## config.mk

```make
export PLATFORM = sky130hd
export DESIGN_NAME = wb_arbiter_flat
export DESIGN_NICKNAME = d
export VERILOG_FILES = /design/src/rtl/wb_pkg.sv /design/src/rtl/wb_arbiter_if.sv /design/src/rtl/wb_rr_pick.sv /design/src/rtl/wb_arbiter.sv /design/src/flat_wrapper.sv
export SDC_FILE = /design/constraint.sdc
export NUM_CORES = 1
export LEC_CHECK = 0
export CORE_AREA = 2 2 120 122
export CTS_BUF_LIST = sky130_fd_sc_hd__clkbuf_8 sky130_fd_sc_hd__clkbuf_16
export CTS_CLUSTER_DIAMETER = 40
export DETAILED_ROUTE_END_ITERATION = 8
export DIE_AREA = 0 0 122 124
export HOLD_SLACK_MARGIN = 0.08
export PLACE_DENSITY = 0.6
export SETUP_SLACK_MARGIN = 0.15
export SYNTH_ARGS = -nofsm -noshare
export SYNTH_HDL_FRONTEND = slang
export SYNTH_HIERARCHICAL = 1
export SYNTH_SLANG_ARGS = --single-unit
```

## constraint.sdc

```tcl
create_clock -name clk -period 1.9 [get_ports clk]
set_clock_uncertainty 0.05 [all_clocks]
set_input_delay 0.19 -clock clk [delete_from_list [all_inputs] [get_ports clk]]
set_output_delay 0.19 -clock clk [all_outputs]
set_load 0.05 [all_outputs]
```

## src/rtl/wb_pkg.sv

```systemverilog
// Shared definitions for the two-master Wishbone arbiter: state encoding,
// master indices and default bus widths.
package wb_pkg;

    localparam int unsigned WB_ADDR_W = 32;
    localparam int unsigned WB_DATA_W = 32;

    // One-hot owner encoding so the grant vector is the state itself
    typedef enum logic [1:0] {
        IDLE   = 2'b00,
        OWN_M0 = 2'b01,
        OWN_M1 = 2'b10
    } state_e;

    localparam logic M0 = 1'b0;
    localparam logic M1 = 1'b1;

endpackage

```

## src/rtl/wb_arbiter_if.sv

```systemverilog
// Bus bundle between the two Wishbone masters, the arbiter and the slave.
// Error strobes exist only when WB_ARB_TIMEOUT_EN is defined.
interface wb_arbiter_if
    import wb_pkg::*;
#(
    parameter int unsigned ADDR_W = WB_ADDR_W,
    parameter int unsigned DATA_W = WB_DATA_W
);
    logic [ADDR_W-1:0] m0_addr;
    logic [DATA_W-1:0] m0_data_out;
    logic [DATA_W-1:0] m0_data_in;
    logic              m0_we;
    logic              m0_stb;
    logic              m0_cyc;
    logic              m0_ack;

    logic [ADDR_W-1:0] m1_addr;
    logic [DATA_W-1:0] m1_data_out;
    logic [DATA_W-1:0] m1_data_in;
    logic              m1_we;
    logic              m1_stb;
    logic              m1_cyc;
    logic              m1_ack;

    logic [ADDR_W-1:0] s_addr;
    logic [DATA_W-1:0] s_data_out;
    logic [DATA_W-1:0] s_data_in;
    logic              s_we;
    logic              s_stb;
    logic              s_cyc;
    logic              s_ack;
`ifdef WB_ARB_TIMEOUT_EN
    logic              m0_err;
    logic              m1_err;
`endif

    // Arbiter view: a slave to M0/M1, a master toward the memory bus
    modport slave (
        input  m0_addr, m0_data_out, m0_we, m0_stb, m0_cyc,
        output m0_data_in, m0_ack,
        input  m1_addr, m1_data_out, m1_we, m1_stb, m1_cyc,
        output m1_data_in, m1_ack,
        output s_addr, s_data_out, s_we, s_stb, s_cyc,
        input  s_data_in, s_ack
`ifdef WB_ARB_TIMEOUT_EN
        , output m0_err, m1_err
`endif
    );

    // Environment view: drives the masters' requests and the slave response
    modport master (
        output m0_addr, m0_data_out, m0_we, m0_stb, m0_cyc,
        input  m0_data_in, m0_ack,
        output m1_addr, m1_data_out, m1_we, m1_stb, m1_cyc,
        input  m1_data_in, m1_ack,
        input  s_addr, s_data_out, s_we, s_stb, s_cyc,
        output s_data_in, s_ack
`ifdef WB_ARB_TIMEOUT_EN
        , input m0_err, m1_err
`endif
    );

endinterface

```

## src/rtl/wb_rr_pick.sv

```systemverilog
// Combinational 2-way round-robin picker: on a tie the master that was not
// served last wins.
module wb_rr_pick (
    input  logic [1:0] req,
    input  logic       last_served,
    output logic       owner,
    output logic       valid
);

    always_comb begin
        valid = |req;
        owner = (req == 2'b11) ? ~last_served : req[1];
    end

endmodule

```

## src/rtl/wb_arbiter.sv

```systemverilog
// Two-master / one-slave Wishbone classic arbiter with registered round-robin
// grant. Define WB_ARB_TIMEOUT_EN to add the slave-ack timeout and err strobes.
module wb_arbiter
    import wb_pkg::*;
#(
    parameter int unsigned ADDR_W = WB_ADDR_W,
    parameter int unsigned DATA_W = WB_DATA_W
`ifdef WB_ARB_TIMEOUT_EN
    , parameter int unsigned TIMEOUT_CYCLES = 255
`endif
) (
    input  logic         clk,
    input  logic         rst_n,
    wb_arbiter_if.slave  bus,
    output logic [1:0]   gnt
);

    state_e state_q, state_d;
    logic   last_served_q, last_served_d;
    logic   timeout_c;
    logic   complete_c;
    logic   cur_owner_c;
    logic   owner_cyc_c;
    logic   pick_last_c;
    logic   pick_owner;
    logic   pick_valid;

    assign cur_owner_c = (state_q == OWN_M1) ? M1 : M0;
    assign owner_cyc_c = (state_q == OWN_M1) ? bus.m1_cyc : bus.m0_cyc;
    assign complete_c  = (state_q != IDLE) && (bus.s_ack || timeout_c);
    // A completing owner is treated as already served when re-arbitrating
    assign pick_last_c = complete_c ? cur_owner_c : last_served_q;

    wb_rr_pick u_pick (
        .req         ({bus.m1_cyc, bus.m0_cyc}),
        .last_served (pick_last_c),
        .owner       (pick_owner),
        .valid       (pick_valid)
    );

    always_ff @(posedge clk or negedge rst_n) begin
        if (!rst_n) begin
            state_q       <= IDLE;
            last_served_q <= M1;
        end else begin
            state_q       <= state_d;
            last_served_q <= last_served_d;
        end
    end

    always_comb begin
        state_d       = state_q;
        last_served_d = last_served_q;
        unique case (state_q)
            IDLE: begin
                if (pick_valid) state_d = pick_owner ? OWN_M1 : OWN_M0;
            end
            OWN_M0, OWN_M1: begin
                if (complete_c) begin
                    last_served_d = cur_owner_c;
                    state_d       = !pick_valid ? IDLE : (pick_owner ? OWN_M1 : OWN_M0);
                end else if (!owner_cyc_c) begin
                    state_d = IDLE;
                end
            end
            default: state_d = IDLE;
        endcase
    end

`ifdef WB_ARB_TIMEOUT_EN
    localparam int unsigned CNT_W = $clog2(TIMEOUT_CYCLES + 1);

    logic [CNT_W-1:0] cnt_q, cnt_d;

    // Counts cycles of the current transaction; restarts on any completion or grant change
    always_comb begin
        cnt_d = '0;
        if ((state_q != IDLE) && !complete_c && (state_d == state_q))
            cnt_d = cnt_q + CNT_W'(1);
    end

    always_ff @(posedge clk or negedge rst_n) begin
        if (!rst_n) cnt_q <= '0;
        else        cnt_q <= cnt_d;
    end

    assign timeout_c = (state_q != IDLE) && !bus.s_ack &&
                       (cnt_q == CNT_W'(TIMEOUT_CYCLES - 1));
`else
    assign timeout_c = 1'b0;
`endif

    always_comb begin
        bus.s_addr     = '0;
        bus.s_data_out = '0;
        bus.s_we       = 1'b0;
        bus.s_stb      = 1'b0;
        bus.s_cyc      = 1'b0;
        bus.m0_ack     = 1'b0;
        bus.m1_ack     = 1'b0;
        bus.m0_data_in = DATA_W'(bus.s_data_in);
        bus.m1_data_in = DATA_W'(bus.s_data_in);
        gnt            = 2'(state_q);
`ifdef WB_ARB_TIMEOUT_EN
        bus.m0_err     = timeout_c && (state_q == OWN_M0);
        bus.m1_err     = timeout_c && (state_q == OWN_M1);
`endif
        unique case (state_q)
            OWN_M0: begin
                bus.s_addr     = ADDR_W'(bus.m0_addr);
                bus.s_data_out = DATA_W'(bus.m0_data_out);
                bus.s_we       = bus.m0_we;
                bus.s_stb      = bus.m0_stb && !timeout_c;
                bus.s_cyc      = bus.m0_cyc && !timeout_c;
                bus.m0_ack     = bus.s_ack;
            end
            OWN_M1: begin
                bus.s_addr     = ADDR_W'(bus.m1_addr);
                bus.s_data_out = DATA_W'(bus.m1_data_out);
                bus.s_we       = bus.m1_we;
                bus.s_stb      = bus.m1_stb && !timeout_c;
                bus.s_cyc      = bus.m1_cyc && !timeout_c;
                bus.m1_ack     = bus.s_ack;
            end
            default: ;
        endcase
    end

endmodule

```

## src/flat_wrapper.sv

```systemverilog
// flat-port wrapper written by rule: the top's interface ports become plain ports
module wb_arbiter_flat import wb_pkg::*;
#(
    parameter int unsigned ADDR_W = WB_ADDR_W,
    parameter int unsigned DATA_W = WB_DATA_W

)
  (clk, rst_n, gnt, bus_m0_addr, bus_m0_data_out, bus_m0_we, bus_m0_stb, bus_m0_cyc, bus_m0_data_in, bus_m0_ack, bus_m1_addr, bus_m1_data_out, bus_m1_we, bus_m1_stb, bus_m1_cyc, bus_m1_data_in, bus_m1_ack, bus_s_addr, bus_s_data_out, bus_s_we, bus_s_stb, bus_s_cyc, bus_s_data_in, bus_s_ack);
  wb_arbiter_if #(.ADDR_W(ADDR_W), .DATA_W(DATA_W)) bus_i ();
  input  logic clk;
  input  logic rst_n;
  output logic [1:0] gnt;
  input wire logic [$bits(bus_i.m0_addr)-1:0] bus_m0_addr;
  input wire logic [$bits(bus_i.m0_data_out)-1:0] bus_m0_data_out;
  input wire logic [$bits(bus_i.m0_we)-1:0] bus_m0_we;
  input wire logic [$bits(bus_i.m0_stb)-1:0] bus_m0_stb;
  input wire logic [$bits(bus_i.m0_cyc)-1:0] bus_m0_cyc;
  output wire logic [$bits(bus_i.m0_data_in)-1:0] bus_m0_data_in;
  output wire logic [$bits(bus_i.m0_ack)-1:0] bus_m0_ack;
  input wire logic [$bits(bus_i.m1_addr)-1:0] bus_m1_addr;
  input wire logic [$bits(bus_i.m1_data_out)-1:0] bus_m1_data_out;
  input wire logic [$bits(bus_i.m1_we)-1:0] bus_m1_we;
  input wire logic [$bits(bus_i.m1_stb)-1:0] bus_m1_stb;
  input wire logic [$bits(bus_i.m1_cyc)-1:0] bus_m1_cyc;
  output wire logic [$bits(bus_i.m1_data_in)-1:0] bus_m1_data_in;
  output wire logic [$bits(bus_i.m1_ack)-1:0] bus_m1_ack;
  output wire logic [$bits(bus_i.s_addr)-1:0] bus_s_addr;
  output wire logic [$bits(bus_i.s_data_out)-1:0] bus_s_data_out;
  output wire logic [$bits(bus_i.s_we)-1:0] bus_s_we;
  output wire logic [$bits(bus_i.s_stb)-1:0] bus_s_stb;
  output wire logic [$bits(bus_i.s_cyc)-1:0] bus_s_cyc;
  input wire logic [$bits(bus_i.s_data_in)-1:0] bus_s_data_in;
  input wire logic [$bits(bus_i.s_ack)-1:0] bus_s_ack;
  assign bus_i.m0_addr = bus_m0_addr;
  assign bus_i.m0_data_out = bus_m0_data_out;
  assign bus_i.m0_we = bus_m0_we;
  assign bus_i.m0_stb = bus_m0_stb;
  assign bus_i.m0_cyc = bus_m0_cyc;
  assign bus_m0_data_in = bus_i.m0_data_in;
  assign bus_m0_ack = bus_i.m0_ack;
  assign bus_i.m1_addr = bus_m1_addr;
  assign bus_i.m1_data_out = bus_m1_data_out;
  assign bus_i.m1_we = bus_m1_we;
  assign bus_i.m1_stb = bus_m1_stb;
  assign bus_i.m1_cyc = bus_m1_cyc;
  assign bus_m1_data_in = bus_i.m1_data_in;
  assign bus_m1_ack = bus_i.m1_ack;
  assign bus_s_addr = bus_i.s_addr;
  assign bus_s_data_out = bus_i.s_data_out;
  assign bus_s_we = bus_i.s_we;
  assign bus_s_stb = bus_i.s_stb;
  assign bus_s_cyc = bus_i.s_cyc;
  assign bus_i.s_data_in = bus_s_data_in;
  assign bus_i.s_ack = bus_s_ack;
  wb_arbiter #(.ADDR_W(ADDR_W), .DATA_W(DATA_W)) u_core (.clk(clk), .rst_n(rst_n), .bus(bus_i), .gnt(gnt));
endmodule
```

# Word-level counts from Yosys, hierarchy flattened
# Index checks and enable logic that the tools add are counted.
[word_totals]
ff_bits = 3
latch_bits = 0
ramBits = 0
mem_bits_ro = 0
output_inout_bits = 135
memories = 0
[classes]
add_sub_neg = 0
mul = 0
div_mod_pow = 0
n_lt_le_gt_ge = 0
eq_ne = 5
n_shift = 0
n_mux = 17
n_bitwise = 1
reduce_logical = 6
[op_table]
columns = ["op", "n"]
rows = [
  ["case mux 32 bit (2 select lines)", 2],
  ["two-way mux 2 bit", 5],
  ["two-way mux 1 bit", 6],
  ["case mux 1 bit (2 select lines)", 3],
  ["== test 2 bit, second input constant", 2],
  ["case mux 2 bit (2 select lines)", 1],
  ["OR reduction 2 bit", 2],
  ["inequality test 3 x 2 -> 1 bit, second input constant", 1],
  ["== test 2 x 1 -> 1 bit, second input constant", 1],
  ["logical NOT 2 bit", 1],
  ["inequality test 2 x 1 -> 1 bit, second input constant", 1],
  ["AND reduction 2 bit", 1],
  ["nonzero test 2 bit", 1],
  ["logical AND 1 bit", 1],
  ["NOT 1 bit", 1],
]

# Longest topological paths before layout
# Gate-level depths: netlist of the first run.
[logic_depth]
depth_word = 9
mapped_depth = 8

# By module
# Netlist of the first run, hierarchy kept.
[by_module_without_submodules]
columns = ["module", "instances", "cells_each", "area_each_um2", "seq_area_each_um2"]
rows = [
  ["wb_arbiter", 1, 244, 1767.9, 76.3],
  ["wb_rr_pick", 1, 2, 13.8, 0.0],
]

# Least setup slack after synthesis of the first run
# No wires, ideal clock.
[synth_path]
kind = "reg-to-output"
from = "register u_core.state_q[0], in the netlist u_core/gnt[0]"
to = "output bus_s_data_out[10]"
t_arrival_ns = 2.409
required_ns = 1.660
path_slack_ns = -0.749
path_stages_with_launch = 6
path_buffers = 2
cell_sequence = "dfrtp_1 inv_1 ha_1 clkbuf_1 clkbuf_1 nor2b_1"
[synth_between]
elab_chain_cells = 2
[synth_lines]
columns = ["item", "line", "source"]
rows = [
  ["start: declaration", "wb_arbiter.sv:18", "state_e state_q, state_d;"],
  ["start signal: assignment", "wb_arbiter.sv:46", "state_q <= state_d;"],
  ["== test 2 bit or == test 2 x 1 -> 1 bit (tied branches)", "wb_arbiter.sv:108", "unique case (state_q)"],
  ["case mux 32 bit (2 select lines) (*)", "wb_arbiter.sv:108", ""],
  ["end: declaration", "flat_wrapper.sv:28", "output wire logic [$bits(bus_i.s_data_out)-1:0] bus_s_data_out;"],
]
# Every way passes the cells marked *; elsewhere a longest branch is shown, timed or not.

# Final worst setup path of the first run
[layout_path]
from = "register u_core.state_q[0], in the netlist u_core/gnt[0]"
to = "register u_core.state_q[1], in the netlist u_core/gnt[1]"
[layout_between]
elab_chain_cells = 9
[layout_lines]
columns = ["item", "line", "source"]
rows = [
  ["== test 2 bit or nonzero test 2 bit (tied branches)", "-", ""],
  ["two-way mux 1 bit or logical AND 1 bit (tied branches)", "wb_arbiter.sv:28, wb_arbiter.sv:30", ""],
  ["two-way mux 1 bit", "wb_arbiter.sv:32", "assign pick_last_c = complete_c ? cur_owner_c : last_served_q;"],
  ["NOT 1 bit", "wb_rr_pick.sv:12", "owner = (req == 2'b11) ? ~last_served : req[1];"],
  ["two-way mux 1 bit", "wb_rr_pick.sv:12", ""],
  ["two-way mux 2 bit", "wb_arbiter.sv:56, wb_arbiter.sv:61", ""],
  ["two-way mux 2 bit", "wb_arbiter.sv:61", "state_d = !pick_valid ? IDLE : (pick_owner ? OWN_M1 : OWN_M0);"],
  ["two-way mux 2 bit", "wb_arbiter.sv:59", "if (complete_c) begin"],
  ["case mux 2 bit (2 select lines)", "wb_arbiter.sv:54", "unique case (state_q)"],
]
# Several ways; a longest one is shown, not always the timed one. The select of a mux whose other input is x is not followed.
# A chain may end at the register's enable or synchronous reset.

==> results of run 1 <==
==> cells by family (layout without fill, tap and decap cells) <==
kind of cell,after synthesis,count (layout),synth area share
adder cells (fa/ha/maj),5,5,0.0351
flip-flops,3,3,0.0428
AO/OA/AOI/OAI,70,70,0.299
buffers and inverters,90,237,0.333
AND/OR/NAND/NOR,73,73,0.256
multiplexers,5,5,0.0337
==> worst min-delay path by stage <==
stage / endpoint / slack (ns) / cells past startpoint / start
floorplan: u_core/gnt[0] / -0.16 / 0 / rst_n
global placement: bus_m0_data_in[14] / 0.33 / 0 / bus_s_data_in[14]
detailed placement: bus_m0_data_in[14] / 0.33 / 0 / bus_s_data_in[14]
CTS: u_core/gnt[1] / 0.12 / 1 / rst_n
global route: u_core/gnt[1] / 0.12 / 1 / rst_n
finish: u_core/gnt[1] / 0.11 / 1 / rst_n
==> registers in the layout, summed over array words and instances, names as in the netlist <==
| name | cells |
|---|---|
| u_core/gnt | 2 |
| u_core/last_served_q | 1 |
==> what timing repair did <==
item                                    in CTS  in global routing
endpoints found under the setup margin      70                 70
resized for setup                           62                  1
cloned                                       6                  0
setup buffers                                9                  0
pin swaps                                   15                  8
==> layer usage <==
layer / share of wire / track usage / wire (um) / up-vias
met1: 0.30 / 0.115 / 3030 / 1114
met4: 0.013 / 0.0287 / 131 / 0
met2: 0.56 / 0.258 / 5710 / 167
li1: - / - / - / 1095
met3: 0.12 / 0.0389 / 1260 / 17
met5: 0 / 0 / 0 / -
==> where the power goes <==
part	internal (W)	switching (W)
sequential	0.0000979	0.0000279
clock	0.000272	0.0000635
combinational	0.00461	0.00415
==> worst max-delay path, cell delays in order (launching register included) <==
cell     delay, ns
dfrtp_2       0.42
inv_4         0.08
ha_4          0.18
buf_12        0.16
mux2_4        0.32
a32oi_4       0.23
mux2_4        0.33
==> layout by cell type, fill, tap and decap left out <==
cell and instances:
a21boi_2 1, a22oi_2 67, a31oi_1 1, a32oi_4 1, and2_1 1, and2_2 1
buf_12 75, buf_16 7, buf_4 11, bufbuf_16 1, clkbuf_16 3, clkdlybuf4s50_1 136
dfrtp_2 2, dfstp_2 1, ha_1 2, ha_4 3, inv_1 2, inv_2 1
inv_4 1, mux2_2 1, mux2_4 4, nand2b_4 1, nor2b_4 67, nor3_1 1
nor3b_2 1, or2_1 1
==> cell type report <==
cell class / count / area, um2
fillers: 1292 / 8120
well taps: 180 / 225
inverters: 3 / 13.8
clock inverters: 1 / 3.75
clock buffers: 3 / 75.1
multi-input cells: 153 / 2030
repair buffers: 230 / 3170
flip-flops and latches: 3 / 78.8
==> metrics by stage <==
step           instance area [um2]  utilization  worst slack (ns)  setup TNS, ns  instances
2_1_floorplan                 2500            -           -0.0174        -0.0250        246
3_3_place_gp                  4950        0.361             0.150              0        554
3_5_place_dp                  4950        0.361            0.0531              0        554
4_1_cts                       5590        0.407           -0.0189        -0.0363        573
5_1_grt                       5600        0.408           -0.0363         -0.968        573
6_report                      5600        0.408           0.00730              0        573
==> flow_summary.json, run 1 <==
{
  "status": "finished, final reports clean",
  "power.density_nw_per_um2": 1650,
  "ant_nets": 0,
  "timing.final.crit_share": 0.996,
  "synth_cell_types": 21,
  "startpoint_type": "register",
  "synth_edf_count": 0,
  "viasPerCell": 4.18,
  "die_h_um": 124,
  "io_pins": 304,
  "fin_crit_ns": 1.89,
  "crit_required_ns": 1.95,
  "synth_top_area_frac": 0.282,
  "worstSkewPairLatency_ns": 0.23,
  "crit_type": "register to register",
  "syn_area_per_cell_um2": 7.24,
  "cts_buffers": 3,
  "cts_sinks": 3,
  "drt-pass1-iter-count": 4,
  "hpwlAfterDp_um": 7360,
  "syn_area_um2": 1780,
  "synth_top_cell_by_area": "a22oi_1",
  "fmax_ghz": 0.528,
  "post_drt_wl_per_cell_um": 17.7,
  "cts_buffer_depth": 2,
  "num_vias": 2393,
  "timing.rr.end": "u_core/gnt[1]",
  "hold_slack_ns": 0.110,
  "overflow": 0,
  "ctsRootBufferMaster": "clkbuf_16",
  "drtIter0Drc": 44,
  "antenna_cells": 0,
  "num_rows": 43,
  "syn_to_final_growth_pct": 214,
  "gp_congestion": 0.687,
  "start_util": 0.130,
  "crit_arrival_ns": 1.95,
  "antenna_found_initial": 0,
  "ys_ff_latch": 3,
  "reg2reg_depth": 6,
  "min_path_type": "input port to async pin",
  "drv_slew": 0,
  "core_area_um2": 13700,
  "leakage_nw": 2.00,
  "reg2reg_from": "u_core/gnt[0]",
  "synthTopCellsByCount": "a22oi_1, nor2b_1, buf_4",
  "worst_pin_slew_ns": 0.251,
  "die_w_um": 122,
  "grt_pass1_wl_um": 14600,
  "yosys_warnings": 6,
  "relSlewSlack": 0.832,
  "grt_max_degree": 31,
  "regToRegSetupSlack_ns": 0.007,
  "async_flop_share": 1.00,
  "postCtsHoldBufs": 0,
  "yosys-top-cells-area": "a22oi_1, buf_4, nor2b_1",
  "vdd_ir_drop_max_mv": 0.675,
  "cp-startpoint": "u_core/gnt[0]",
  "io_buffers": 207,
  "die-area_um2": 15100,
  "cts-htree-levels": 1,
  "setup-violations-final": 0,
  "syn-num-nets": 420,
  "critPathMaxFanout": 5,
  "grt_pass1_vias": 2659,
  "hold_viol": 0,
  "final_layout_size_suffix_gt1_frac": 0.634,
  "grt_use_total": 0.124,
  "crit_path_end_kind": "register",
  "seq_area_frac_synth": 0.0428,
  "final_nets": 568,
  "wl_um": 10100,
  "synthFlopType": "dfrtp_1",
  "clk_pin_slew_ns": 0.03,
  "cap_viol_max_count": 0,
  "cts_tree": "done",
  "power_w": 0.00922,
  "crit_end": "u_core/gnt[1]",
  "rsz0062_at_grt": "yes",
  "syn_inst": 246,
  "route.detailed.drc": 0
}
(Power assumes the default switching activity.)
==> inputs of run 2 (changes only) <==
Settings changed: CORE_AREA 2 2 120 122 to 2 2 119 121, DIE_AREA 0 0 122 124 to 0 0 121 123, DONT_BUFFER_PORTS from default to 1, PLACE_DENSITY 0.6 to 0.3.
==> run 2 against run 1 <==
- combinational power rose by 4.3%
- critical path type unchanged
- first-iteration DRC count is 50% lower
- sequential share of layout area increased by 0.41 points
- critical path depth stayed put
- register-to-register slack is essentially flat
- clock-buffer cell count is the same
- hold slack better by 0.057 ns
- sequential cell count did not move
- non-clock buffer count shrank 133
- wire length is 1.1% higher
- via count down 20%
==> flow_summary.json, run 2 (same netlist as run 1, synthesis figures left out) <==
{
  "hold_viol": 0,
  "start_util": 0.131,
  "gp_congestion": 0.723,
  "stdcell_count": 440,
  "power_w": 0.00961,
  "crit_type": "register to register",
  "critPathMaxFanout": 5,
  "antenna_cells": 0,
  "startpoint_type": "register",
  "power.density_nw_per_um2": 2220,
  "overflow": 0,
  "io_buffers": 0,
  "timing.final.crit_share": 0.993,
  "setup-violations-final": 0,
  "num_rows": 43,
  "cap_viol_max_count": 0,
  "antenna_found_initial": 0,
  "viasPerCell": 4.35,
  "leakage_nw": 1.50,
  "cts_tree": "done",
  "mostFrequentLayoutCell": "buf_12",
  "syn_to_final_growth_pct": 143,
  "grt_max_degree": 39,
  "crit_arrival_ns": 1.94,
  "worstSkewPairLatency_ns": 0.23,
  "rsz0062_at_grt": "yes",
  "relSlewSlack": 0.827,
  "dp.cells": 414,
  "ant_nets": 0,
  "ctsRootBufferMaster": "clkbuf_16",
  "clk_pin_slew_ns": 0.03,
  "die-area_um2": 14900,
  "cts_sinks": 3,
  "final_layout_size_suffix_gt1_frac": 0.965,
  "num_vias": 1913,
  "post_drt_wl_per_cell_um": 23.3,
  "io_pins": 304,
  "die_h_um": 123,
  "drt-pass1-iter-count": 2,
  "cts-htree-levels": 1,
  "crit_required_ns": 1.95,
  "crit_path_end_kind": "register",
  "die_w_um": 121,
  "largest_register_ffs": 2,
  "final_cell_mix": "buf_12, a22oi_2, nor2b_4, clkbuf_16, buf_6",
  "grt_pass1_wl_um": 10300,
  "hpwlAfterDp_um": 6150,
  "cts_buffers": 3,
  "placed_area_um2": 3540,
  "worst_pin_slew_ns": 0.258,
  "vdd_ir_drop_max_mv": 0.589,
  "fmax_ghz": 0.530,
  "core_area_um2": 13600,
  "wl_um": 10200,
  "cts_buffer_depth": 2,
  "grt_pass1_vias": 1819,
  "final_area_um2": 4340,
  "status": "finished, final reports clean",
  "drtIter0Drc": 22,
  "drv_slew": 0,
  "grt_use_total": 0.0910,
  "final_nets": 435,
  "min_path_type": "input port to async pin",
  "route.detailed.drc": 0,
  "fin_crit_ns": 1.89
}
[run 2: changes by cell type in the layout (fill, tap and decap cells not counted), moves of 5 or more]
cell             delta
buf_16              -5
buf_4               -8
buf_6               +5
clkbuf_16          +10
clkdlybuf4s50_1   -136
[run 2: what timing repair did]
action,4_1_cts,5_1_grt
gates cloned,2,14
setup buffers,1,4
hold buffers,1,0
resized for setup,14,47
pin swaps,0,2
setup endpoints to repair,70,70
hold endpoints to repair,3,0
[run 2: per-stage QoR]
stage,utilization,setup WS [ns],hold slack [ns],setup TNS [ns]
final,0.319,0.0128,0.167,0
after global routing,0.319,-0.0324,0.180,-0.751
after floorplan,-,-0.0174,-0.156,-0.0250
after global placement,0.260,0.172,-0.155,0
after detailed placement,0.260,0.0904,-0.156,0
after CTS,0.276,0.0101,0.171,0
[run 2: final timing paths]
check | startpoint | to | slack [ns] | cells after the start
max | u_core/gnt[0] | u_core/gnt[1] | 0.01 | 6
min | rst_n | u_core/gnt[1] | 0.17 | 1
max reg2reg | u_core/gnt[0] | u_core/gnt[1] | 0.01 | 6
min reg2reg | u_core/last_served_q | u_core/last_served_q | 0.59 | 1
max in group asynchronous | rst_n | u_core/last_served_q | 1.41 | 1
min in group clk | bus_s_ack | u_core/gnt[0] | 0.32 | 3
[run 2: final cells by class]
class	instances	area (um2)
tap	180	225
timing repair buffer	97	1910
clock buffer	3	75.1
multi-input combinational	153	2030
clock inverter	1	3.75
fill	1362	9280
inverter	3	16.3
sequential	3	78.8
[run 2: worst max-delay path: stages, from the launching register on]
cell     delay (ns)
dfrtp_2        0.43
inv_4          0.10
ha_4           0.15
buf_6          0.15
mux2_4         0.32
a32oi_4        0.21
mux2_1         0.34
[run 2: where the power goes]
group / internal, W / switching (W)
Clock: 0.000272 / 0.0000635
Combinational: 0.00476 / 0.00438
Sequential: 0.0000980 / 0.0000358
[run 2: routing by layer]
| metal | track usage | up-vias | part of all wire |
|---|---|---|---|
| li1 | - | 831 | - |
| met1 | 0.0904 | 891 | 0.32 |
| met2 | 0.189 | 181 | 0.58 |
| met3 | 0.0198 | 10 | 0.080 |
| met4 | 0.0218 | 0 | 0.022 |
| met5 | 0 | - | 0 |
==> inputs of run 3 (changes only) <==
Settings changed: CTS_CLUSTER_SIZE from default to 14, MAX_ROUTING_LAYER from default to met4, SETUP_SLACK_MARGIN 0.15 to 0.2.
==> run 3 against run 2 <==
- register-to-register slack improved by 0.11 ns
- hold slack improved by 0.014 ns
- first-iteration DRC count increased by 41%
- sequential cell count unchanged
- power decreased by 4.8%
- global-route usage increased by 0.68 points
- die area unchanged
- maximum frequency about the same
- final area decreased by 0.40%
- non-clock buffer count unchanged
- clock power decreased by 1%
- critical path depth unchanged
- critical path type is now register to primary output
- critical endpoint is now bus_s_addr[30]
- highest routed layer unchanged
==> flow_summary.json, run 3 (same netlist as run 1, synthesis figures left out) <==
{
  "wl_um": 9020,
  "crit_required_ns": 1.66,
  "final_cell_mix": "buf_12, a22oi_2, nor2b_4, clkbuf_16, buf_4",
  "fmax_ghz": 0.530,
  "rsz0062_at_grt": "yes",
  "setup_tns_ns": 0,
  "largest_register_ffs": 2,
  "crit_path_frequent_cell": "buf_12",
  "cts_sinks": 3,
  "start_util": 0.131,
  "fin_crit_ns": 1.89,
  "drtIter0Drc": 31,
  "final_area_um2": 4320,
  "antenna_cells": 0,
  "clk_pin_slew_ns": 0.03,
  "status": "finished, final reports clean",
  "min_path_type": "input port to async pin",
  "viasPerCell": 4.35,
  "power.density_nw_per_um2": 2120,
  "critPathMaxFanout": 5,
  "io_buffers": 0,
  "cts-htree-levels": 1,
  "mostFrequentLayoutCell": "buf_12",
  "grt_max_degree": 42,
  "final_layout_size_suffix_gt1_frac": 0.969,
  "cp_top_family": "buffers and inverters",
  "cts_buffers": 3,
  "cts_tree": "done",
  "core_area_um2": 13600,
  "timing.final.crit_share": 0.994,
  "vdd_ir_drop_max_mv": 0.557,
  "gp_congestion": 0.792,
  "cp_slowest_cell": "dfrtp_2",
  "worst-path-buf-inv": 3,
  "crit_arrival_ns": 1.65,
  "timing.rr.end": "u_core/gnt[0]",
  "reg2reg_depth": 8,
  "crit_path_end_kind": "primary output",
  "fillers": 1349,
  "num_vias": 1914,
  "post_drt_wl_per_cell_um": 20.5,
  "ant_nets": 0,
  "ctsRootBufferMaster": "clkbuf_16",
  "path_cells": "ha_4, buf_12, buf_16, a22oi_2, nor2b_4, buf_12",
  "leakage_nw": 1.50,
  "die_h_um": 123,
  "io_pins": 304,
  "grt_pass1_wl_um": 10900,
  "crit_type": "register to primary output",
  "worstSkewPairLatency_ns": 0.22,
  "antenna_found_initial": 0,
  "die-area_um2": 14900,
  "reg2reg_from": "u_core/gnt[0]",
  "hold_viol": 0,
  "drt-pass1-iter-count": 4,
  "drv_slew": 0,
  "num_rows": 43,
  "cts_buffer_depth": 2,
  "die_w_um": 121,
  "placed_area_um2": 3640,
  "syn_to_final_growth_pct": 142,
  "crit_path_max_incr_delay_ns": 0.43,
  "cap_viol_max_count": 0,
  "route.detailed.drc": 0,
  "grt_use_total": 0.0978,
  "grt_pass1_vias": 1966,
  "overflow": 0,
  "regToRegSetupSlack_ns": 0.12,
  "startpoint_type": "register",
  "final_nets": 435,
  "worst_pin_slew_ns": 0.222,
  "hpwlAfterDp_um": 6220,
  "relSlewSlack": 0.852,
  "setup-violations-final": 0
}
[run 3: power by group]
part | internal (W) | switching, W
Sequential | 0.0000980 | 0.0000285
Combinational | 0.00455 | 0.00414
Clock | 0.000272 | 0.0000591
[run 3: layer usage]
layer  routed length (um)  vias to the layer above  global-route usage
met5                    0                        -                   -
met3                  943                       18              0.0277
met1                 2840                      885              0.0960
li1                     -                      832                   -
met4                  286                        0              0.0458
met2                 4950                      179               0.179
[run 3: worst reg2reg max path, delay by kind of cell, from the launching register on]
family,cells,cell delay [ns]
muxes,2,0.56
DFF,1,0.41
and+or+nand+nor,2,0.19
buffers and inverters,2,0.17
AOI/OAI and AO/OA,1,0.15
adders and majority gates,1,0.13
[run 3: per-stage QoR]
step / worst slack (ns) / total power, W / std cells / hold slack (ns) / util
5_1_grt: -0.0496 / 0.00952 / 440 / 0.194 / 0.317
4_1_cts: 0.00398 / 0.00864 / 431 / 0.185 / 0.301
2_1_floorplan: -0.0174 / 0.00547 / 246 / -0.156 / -
6_report: 0.0121 / 0.00915 / 440 / 0.181 / 0.317
3_5_place_dp: 0.0927 / 0.00762 / 416 / -0.155 / 0.267
3_3_place_gp: 0.145 / 0.00760 / 416 / -0.155 / 0.267
[run 3: layout make-up]
class | count | area, um2 | area share
Multi-Input combinational cell | 153 | 2040 | 0.471
Clock inverter | 1 | 3.75 | 0.000869
Inverter | 3 | 13.8 | 0.00319
Clock buffer | 3 | 75.1 | 0.0174
Sequential cell | 3 | 78.8 | 0.0183
Tap cell | 180 | 225 | 0.0521
Timing Repair Buffer | 97 | 1890 | 0.437
[run 3: timing repair]
item / 4_1_cts / 5_1_grt
gates resized for setup: 42 / 5
hold endpoints to repair: 3 / 0
buffers inserted: 7 / 1
pin swaps: 25 / 21
setup endpoints to repair: 70 / 70
gates cloned: 3 / 8
hold buffers: 1 / 0
[run 3: worst max-delay path by stage]
stage	from	endpoint	slack, ns	cells after the start
after floorplan	u_core/gnt[0]	u_core/gnt[1]	-0.02	6
after global placement	u_core/gnt[1]	u_core/gnt[0]	0.15	7
after detailed placement	u_core/gnt[1]	u_core/gnt[0]	0.09	7
after CTS	u_core/gnt[1]	bus_s_data_out[16]	0.004	6
after global routing	u_core/gnt[0]	bus_s_data_out[22]	-0.05	6
final	u_core/gnt[1]	bus_s_addr[30]	0.01	6
